===== src/rtl/cntr_seq_pkg.sv =====
// Shared constants for the counter sequencer: FSM state codes, Wishbone
// register offsets and the bit positions inside the CTRL and STATUS words.
package cntr_seq_pkg;

   localparam logic [1:0] S_IDLE = 2'd0;
   localparam logic [1:0] S_LOAD = 2'd1;
   localparam logic [1:0] S_RUN  = 2'd2;
   localparam logic [1:0] S_DONE = 2'd3;

   localparam logic [7:0] REG_CTRL     = 8'h00;
   localparam logic [7:0] REG_PRESCALE = 8'h04;
   localparam logic [7:0] REG_LOAD     = 8'h08;
   localparam logic [7:0] REG_TERM     = 8'h0C;
   localparam logic [7:0] REG_STATUS   = 8'h10;
   localparam logic [7:0] REG_COUNT    = 8'h14;

   localparam int CTRL_START = 0;
   localparam int CTRL_STOP  = 1;
   localparam int CTRL_AUTO  = 2;
   localparam int CTRL_IRQEN = 3;
   localparam int CTRL_PAUSE = 4;

   localparam int STAT_DONE = 2;

   // Expands the four Wishbone byte selects into a per-bit write mask.
   function automatic logic [31:0] lane_mask_of(input logic [3:0] sel);
      return {{8{sel[3]}}, {8{sel[2]}}, {8{sel[1]}}, {8{sel[0]}}};
   endfunction

endpackage


===== src/rtl/cntr_seq_prescaler.sv =====
// Prescaler for the counter sequencer: counts 0..limit while run is high and
// emits a one-cycle tick on the limit value, then wraps to 0. clr forces the
// count back to 0; with run low and clr low the count holds (used for pause).
module cntr_seq_prescaler #(
   parameter int PRE_W = 16
) (
   input  logic             clk,
   input  logic             rst,
   input  logic             clr,
   input  logic             run,
   input  logic [PRE_W-1:0] limit,
   output logic             tick
);

   logic [PRE_W-1:0] cnt_q;
   logic [PRE_W-1:0] cnt_d;

   // Tick on reaching the limit; >= keeps a limit lowered mid-run from
   // stranding the count above it for a full wrap of the prescaler.
   always_comb begin
      tick  = run && (cnt_q >= limit);
      cnt_d = cnt_q;
      if (clr) begin
         cnt_d = '0;
      end else if (run) begin
         cnt_d = tick ? '0 : cnt_q + 1'b1;
      end
   end

   // Prescaler count register.
   always_ff @(posedge clk or posedge rst) begin
      if (rst) begin
         cnt_q <= '0;
      end else begin
         cnt_q <= cnt_d;
      end
   end

endmodule


===== src/rtl/cntr_seq_ctrl.sv =====
// Wishbone-programmable sequencer for the user-area up counter. Loads a start
// value, paces counting through a prescaler, detects the terminal count and
// either stops or auto-reloads, raising a level interrupt on completion.
// Optional build macro CNTR_SEQ_PAUSE_EN adds the CTRL[4] PAUSE bit; without
// it CTRL[4] reads 0 and no pause logic exists.
module cntr_seq_ctrl
   import cntr_seq_pkg::*;
#(
   parameter int          CNT_W    = 9,
   parameter int          PRE_W    = 16,
   parameter logic [31:0] BASE_ADR = 32'h3000_0000
) (
   input  logic             wb_clk_i,
   input  logic             wb_rst_i,
   input  logic             wbs_cyc_i,
   input  logic             wbs_stb_i,
   input  logic             wbs_we_i,
   input  logic [3:0]       wbs_sel_i,
   input  logic [31:0]      wbs_adr_i,
   input  logic [31:0]      wbs_dat_i,
   output logic             wbs_ack_o,
   output logic [31:0]      wbs_dat_o,
   input  logic [CNT_W-1:0] cnt_val_i,
   output logic             cnt_load_o,
   output logic [CNT_W-1:0] cnt_load_val_o,
   output logic             cnt_en_o,
   output logic             irq_o
);

   logic             ack_q, ack_d;
   logic [31:0]      dat_q, dat_d;
   logic [1:0]       state_q, state_d;
   logic             autoreload_q, autoreload_d;
   logic             irq_en_q, irq_en_d;
   logic             done_q, done_d;
   logic             irq_q, irq_d;
   logic [PRE_W-1:0] prescale_q, prescale_d;
   logic [CNT_W-1:0] load_q, load_d;
   logic [CNT_W-1:0] term_q, term_d;

   logic        bus_req, addr_hit, wr_req;
   logic [7:0]  offset;
   logic [31:0] lane_mask, rdata;
   logic        start_cmd, stop_cmd, clr_done;
   logic        tick, term_hit, done_set;
   logic        pre_clr, pre_run, pause_act;
   logic        unused_bits;

   assign bus_req   = wbs_cyc_i && wbs_stb_i && !ack_q;
   assign addr_hit  = (wbs_adr_i[31:8] == BASE_ADR[31:8]);
   assign offset    = wbs_adr_i[7:0];
   assign wr_req    = bus_req && wbs_we_i && addr_hit;
   assign lane_mask = lane_mask_of(wbs_sel_i);

   assign start_cmd = wr_req && (offset == REG_CTRL) && wbs_sel_i[0] && wbs_dat_i[CTRL_START];
   assign stop_cmd  = wr_req && (offset == REG_CTRL) && wbs_sel_i[0] && wbs_dat_i[CTRL_STOP];
   assign clr_done  = wr_req && (offset == REG_STATUS) && wbs_sel_i[0] && wbs_dat_i[STAT_DONE];

   assign term_hit  = (cnt_val_i == term_q);
   assign done_set  = tick && term_hit;
   assign pre_clr   = (state_q != S_RUN);
   assign pre_run   = (state_q == S_RUN) && !pause_act;

   assign unused_bits = &{1'b0, wbs_dat_i, lane_mask};

`ifdef CNTR_SEQ_PAUSE_EN
   logic pause_q, pause_d;

   // PAUSE is a plain R/W control bit; it only freezes the prescaler in RUN.
   always_comb begin
      pause_d = pause_q;
      if (wr_req && (offset == REG_CTRL) && wbs_sel_i[0]) begin
         pause_d = wbs_dat_i[CTRL_PAUSE];
      end
   end

   // Pause bit register.
   always_ff @(posedge wb_clk_i or posedge wb_rst_i) begin
      if (wb_rst_i) begin
         pause_q <= 1'b0;
      end else begin
         pause_q <= pause_d;
      end
   end

   assign pause_act = pause_q;
`else
   assign pause_act = 1'b0;
`endif

   // Register file writes with byte lanes; a DONE set beats a same-cycle W1C.
   always_comb begin
      autoreload_d = autoreload_q;
      irq_en_d     = irq_en_q;
      prescale_d   = prescale_q;
      load_d       = load_q;
      term_d       = term_q;
      done_d       = done_q;
      if (wr_req && (offset == REG_CTRL) && wbs_sel_i[0]) begin
         autoreload_d = wbs_dat_i[CTRL_AUTO];
         irq_en_d     = wbs_dat_i[CTRL_IRQEN];
      end
      if (wr_req && (offset == REG_PRESCALE)) begin
         prescale_d = (prescale_q & ~lane_mask[PRE_W-1:0]) | (wbs_dat_i[PRE_W-1:0] & lane_mask[PRE_W-1:0]);
      end
      if (wr_req && (offset == REG_LOAD)) begin
         load_d = (load_q & ~lane_mask[CNT_W-1:0]) | (wbs_dat_i[CNT_W-1:0] & lane_mask[CNT_W-1:0]);
      end
      if (wr_req && (offset == REG_TERM)) begin
         term_d = (term_q & ~lane_mask[CNT_W-1:0]) | (wbs_dat_i[CNT_W-1:0] & lane_mask[CNT_W-1:0]);
      end
      if (clr_done) begin
         done_d = 1'b0;
      end
      if (done_set) begin
         done_d = 1'b1;
      end
      irq_d = done_q && irq_en_q;
   end

   // Read mux and single-cycle ack; unmapped or off-base addresses read 0.
   always_comb begin
      rdata = '0;
      if (addr_hit) begin
         case (offset)
            REG_CTRL: begin
               rdata[CTRL_AUTO]  = autoreload_q;
               rdata[CTRL_IRQEN] = irq_en_q;
               rdata[CTRL_PAUSE] = pause_act;
            end
            REG_PRESCALE: rdata[PRE_W-1:0] = prescale_q;
            REG_LOAD:     rdata[CNT_W-1:0] = load_q;
            REG_TERM:     rdata[CNT_W-1:0] = term_q;
            REG_STATUS: begin
               rdata[1:0]       = state_q;
               rdata[STAT_DONE] = done_q;
            end
            REG_COUNT:    rdata[CNT_W-1:0] = cnt_val_i;
            default:      rdata = '0;
         endcase
      end
      ack_d = bus_req;
      dat_d = (bus_req && !wbs_we_i) ? rdata : '0;
   end

   // FSM next state: STOP beats START, START restarts from any state.
   always_comb begin
      state_d = state_q;
      if (stop_cmd) begin
         state_d = S_IDLE;
      end else if (start_cmd) begin
         state_d = S_LOAD;
      end else begin
         case (state_q)
            S_LOAD: state_d = S_RUN;
            S_RUN: begin
               if (done_set) begin
                  state_d = autoreload_q ? S_LOAD : S_DONE;
               end
            end
            default: state_d = state_q;
         endcase
      end
   end

   // FSM outputs: load strobe in LOAD, increment strobe on non-terminal ticks.
   always_comb begin
      cnt_load_o     = (state_q == S_LOAD);
      cnt_load_val_o = cnt_load_o ? load_q : '0;
      cnt_en_o       = tick && !term_hit;
   end

   // State, register file and bus output flops.
   always_ff @(posedge wb_clk_i or posedge wb_rst_i) begin
      if (wb_rst_i) begin
         state_q      <= S_IDLE;
         ack_q        <= 1'b0;
         dat_q        <= '0;
         autoreload_q <= 1'b0;
         irq_en_q     <= 1'b0;
         done_q       <= 1'b0;
         irq_q        <= 1'b0;
         prescale_q   <= '0;
         load_q       <= '0;
         term_q       <= '0;
      end else begin
         state_q      <= state_d;
         ack_q        <= ack_d;
         dat_q        <= dat_d;
         autoreload_q <= autoreload_d;
         irq_en_q     <= irq_en_d;
         done_q       <= done_d;
         irq_q        <= irq_d;
         prescale_q   <= prescale_d;
         load_q       <= load_d;
         term_q       <= term_d;
      end
   end

   assign wbs_ack_o = ack_q;
   assign wbs_dat_o = dat_q;
   assign irq_o     = irq_q;

   cntr_seq_prescaler #(
      .PRE_W (PRE_W)
   ) u_prescaler (
      .clk   (wb_clk_i),
      .rst   (wb_rst_i),
      .clr   (pre_clr),
      .run   (pre_run),
      .limit (prescale_q),
      .tick  (tick)
   );

endmodule


===== config.mk =====
export PLATFORM = sky130hd
export DESIGN_NAME = cntr_seq_ctrl
export DESIGN_NICKNAME = d
export VERILOG_FILES = /design/src/rtl/cntr_seq_pkg.sv /design/src/rtl/cntr_seq_prescaler.sv /design/src/rtl/cntr_seq_ctrl.sv
export SDC_FILE = /design/constraint.sdc
export NUM_CORES = 1
export LEC_CHECK = 0
export CAP_MARGIN = 10
export CELL_PAD_IN_SITES_DETAIL_PLACEMENT = 0
export CELL_PAD_IN_SITES_GLOBAL_PLACEMENT = 2
export CORE_ASPECT_RATIO = 0.75
export CORE_MARGIN = 2
export CORE_UTILIZATION = 30
export CTS_CLUSTER_DIAMETER = 200
export DETAILED_ROUTE_END_ITERATION = 10
export PLACE_DENSITY_LB_ADDON = 0.3
export SLEW_MARGIN = 10
export SYNTH_ARGS = -nofsm -noshare
export SYNTH_HDL_FRONTEND = slang
export SYNTH_SLANG_ARGS = --single-unit

===== constraint.sdc =====
create_clock -name wb_clk_i -period 2.6 [get_ports wb_clk_i]
set_clock_uncertainty 0.05 [all_clocks]
set_input_delay 0.52 -clock wb_clk_i [delete_from_list [all_inputs] [get_ports wb_clk_i]]
set_output_delay 0.52 -clock wb_clk_i [all_outputs]
set_load 0.01 [all_outputs]

==> impl_metrics.toml <==
[layout]
fin_util_pct = 44.8
final_nets = 626
synthToLayoutAreaGrowth_pct = 47.5
fillers = 1282
drive_gt1_share_pct = 28.6
regArea_sq_um = 1830
multiInputGateArea_sq_um = 2160
diodes = 0

[global_route]
track_usage_pct = 15.9
grt_pass1_wl_microns = 18100
antenna_found_initial = 0
grt_pass1_vias = 3350
overflow = 0
grt_max_degree = 74

[clock_tree]
cts_hold_buffers = 0
cts_buffers = 9
h-tree-depth = 3
clockRootBuffer = "clkbuf_16"
clkSinkCount = 73
cts_tree = "built"
insertion_delay_ns = 0.33
cts_buffer_depth = 2
clkTransAtPathRegs_ns = 0.06

[die]
die_x_microns = 139
die_y_microns = 105
io_pins = 127
core_sq_um = 13600
dieArea_sq_um = 14700
initial_utilization_pct = 30.3
placementRows = 37

[placed_design]
portBuffers = 92
place.gp.congestion = 0.809
post-place-ws_ns = -0.430
dp_hpwl_microns = 8480

[worst_setup_path]
path_max_fanout = 2
path_class = "register to output pin"
end_kind = "output pin"
critPathRequiredTime_ns = 2.03
cp.arrival_ns = 2.04
cp-start-kind = "register"

[timing]
fmax_ghz = 0.383
finalMaxSlewViolations = 0
fin_ws_ns = -0.00768
period_share_pct = 100
hold_viol_final = 0
setup_violations = 1
rsz0062_at_grt = "true"
post-route-min-period_ns = 2.61

[route]
vias = 3317
first_iter_violations = 164
post_drt_wl_per_cell_microns = 15.9
via_per_inst = 4.69
drc = 0
routed_wl_microns = 11200
postRouteAntennaNets = 0
dr.pass1.iters = 4

[pwr]
switchingPower_mw = 0.542
p_leak_nw = 2.73
vdd.ir_drop.worst_mv = 0.311
clockPowerShare_pct = 48.8
p_comb_share_pct = 7.6
power.internal_mw = 2.07
powerDensity_nw_per_um2 = 430
swShare_pct = 20.8
pwr-share-seq_pct = 43.6

[run_status]
status = "finished with violations"
violations = "negative setup slack"

[synth]
syn_inst = 361
synth.distinct_cells = 53
syn-cell-area_sq_um = 4120
synthArstFlopShare_pct = 100
ys_warn_count = 0
ys_seq_area_share_pct = 44.4
syn-mean-instance-area_sq_um = 11.4
synth_flop_cell = "dfrtp_1"
synth-edff-count = 0
synth-seq-cells = 73

[job]
maxCapViolations = 0

[hold_path]
hold_class = "register to register"
through the flow:
| step | area, sq um | power (mW) | hold WS (ns) | TNS (ns) | instances |
|---|---|---|---|---|---|
| after floorplan | 4170 | 1.23 | 0.418 | 0 | 376 |
| after global placement | 5620 | 1.36 | 0.450 | -4.26 | 681 |
| after detailed placement | 5620 | 1.36 | 0.466 | -5.90 | 681 |
| after CTS | 6040 | 2.65 | 0.482 | -0.0317 | 704 |
| after global routing | 6070 | 2.72 | 0.500 | -0.303 | 707 |
| final | 6070 | 2.61 | 0.478 | -0.00768 | 707 |
critical path: stages, from the launching register on:
cell	delay, ns
dfrtp_1	0.34
inv_1	0.05
ha_1	0.30
and3_1	0.18
o311a_1	0.30
o21ai_2	0.16
nand3_1	0.08
and3_4	0.18
buf_6	0.11
cells by family after synthesis:
logic type,synth area share [%]
AO/OA/AOI/OAI,8.06
XOR/XNOR,4.89
adder cells (fa/ha/maj),5.17
buffers and inverters,6.14
flip-flops,44.4
multiplexers,12.3
other,0.0911
AND/OR/NAND/NOR,19.0
worst paths after layout:
kind                            cells past startpoint  slack [ns]                             end                        from
worst min-delay path                                1        0.48                 irq_o$_DFF_PP0_        irq_en_q$_DFFE_PP0N_
min in group asynchronous                           3        0.56          wbs_dat_o[2]$_DFF_PP0_                    wb_rst_i
max in group asynchronous                           3        1.62  u_prescaler.cnt_q[4]$_DFF_PP0_                    wb_rst_i
worst max register to register                     10        0.22          state_q[1]$_DFFE_PP0P_  prescale_q[14]$_DFFE_PP0P_
worst min register to register                      1        0.48                 irq_o$_DFF_PP0_        irq_en_q$_DFFE_PP0N_
worst max-delay path                                8      -0.008                        cnt_en_o   prescale_q[5]$_DFFE_PP0P_
placed cells by master, fill, tap and decap left out, types with 3 or more instances in the layout:
master	count
a22oi_1	4
nor4_1	6
nand4_1	8
nor4b_2	3
nor3_1	6
conb_1	16
nor2_1	23
buf_4	71
nand2_1	13
o21ai_0	6
nand3_1	10
nand2b_1	3
nor2_8	3
inv_2	3
ha_1	14
and2_1	12
and3_1	10
ha_4	3
inv_1	20
clkbuf_8	3
a222oi_1	8
mux2_4	24
mux2_2	11
nor4_2	3
o211ai_1	3
clkdlybuf4s50_1	91
dfrtp_1	73
a21oi_1	12
xor2_1	10
xnor2_1	13
clkbuf_16	9
Yosys cell counts, types with 2 or more instances:
cell type	instances	area share, %
nand4_1	8	1.2
nor4_2	2	0.61
mux2_4	24	8.8
xor2_1	10	2.1
nor2_1	23	2.1
buf_6	2	0.55
nor2b_1	2	0.30
dfrtp_1	73	44
nand2_1	13	1.2
a21oi_1	12	1.5
and4_1	3	0.64
nand3_1	10	1.2
nor2_8	3	1.5
nand2b_1	3	0.46
clkbuf_1	5	0.46
mux2_2	11	3.0
and3_1	11	1.7
a21boi_0	2	0.36
nor4_4	2	1.0
inv_1	23	2.1
and2_1	12	1.8
o211ai_1	3	0.55
mux2_1	2	0.55
nor4b_2	3	1.1
a222oi_1	8	1.9
buf_4	16	2.9
ha_1	17	5.2
nor3_1	6	0.73
o21ai_0	7	0.85
xnor2_1	13	2.8
nor4_1	7	1.1
a22oi_1	4	0.73
state kept, by name, summed over array words and instances (netlist names):
signal             count
done_q                 1
load_q                 9
term_q                 9
wbs_dat_o             16
state_q                2
wbs_ack_o              1
prescale_q            16
irq_o                  1
u_prescaler.cnt_q     16
autoreload_q           1
irq_en_q               1
per-layer routing:
metal	vias to the layer above	share of wire, %	global-route usage, %
met2	103	43	23.0
met5	-	0	0
met3	6	6.7	4.59
li1	1608	-	-
met4	0	0.47	4.18
met1	1600	50	23.2
area by class of cell:
| cell class | instances | area share, % |
|---|---|---|
| Multi-Input combinational cell | 256 | 35.5 |
| Sequential cell | 73 | 30.1 |
| Tap cell | 175 | 3.61 |
| Timing Repair Buffer | 164 | 24.3 |
| Clock buffer | 14 | 4.51 |
| Clock inverter | 2 | 0.577 |
| Inverter | 23 | 1.42 |
timing repair:
item | CTS | global route
setup endpoints to repair | 1 | 8
gates resized for setup | 16 | 2
setup buffers | 7 | 3
pin swaps | 7 | 2
hold endpoints to repair | 0 | 0
power by group through the flow:
stage	registers [mW]	clock network [mW]	logic, mW
2_1_floorplan	1.16	0	0.0690
5_1_grt	1.14	1.37	0.216
4_1_cts	1.14	1.31	0.202
6_report	1.14	1.28	0.198
3_3_place_gp	1.16	0	0.198
3_5_place_dp	1.16	0	0.200
No activity file was read; power rests on OpenSTA's default activity.
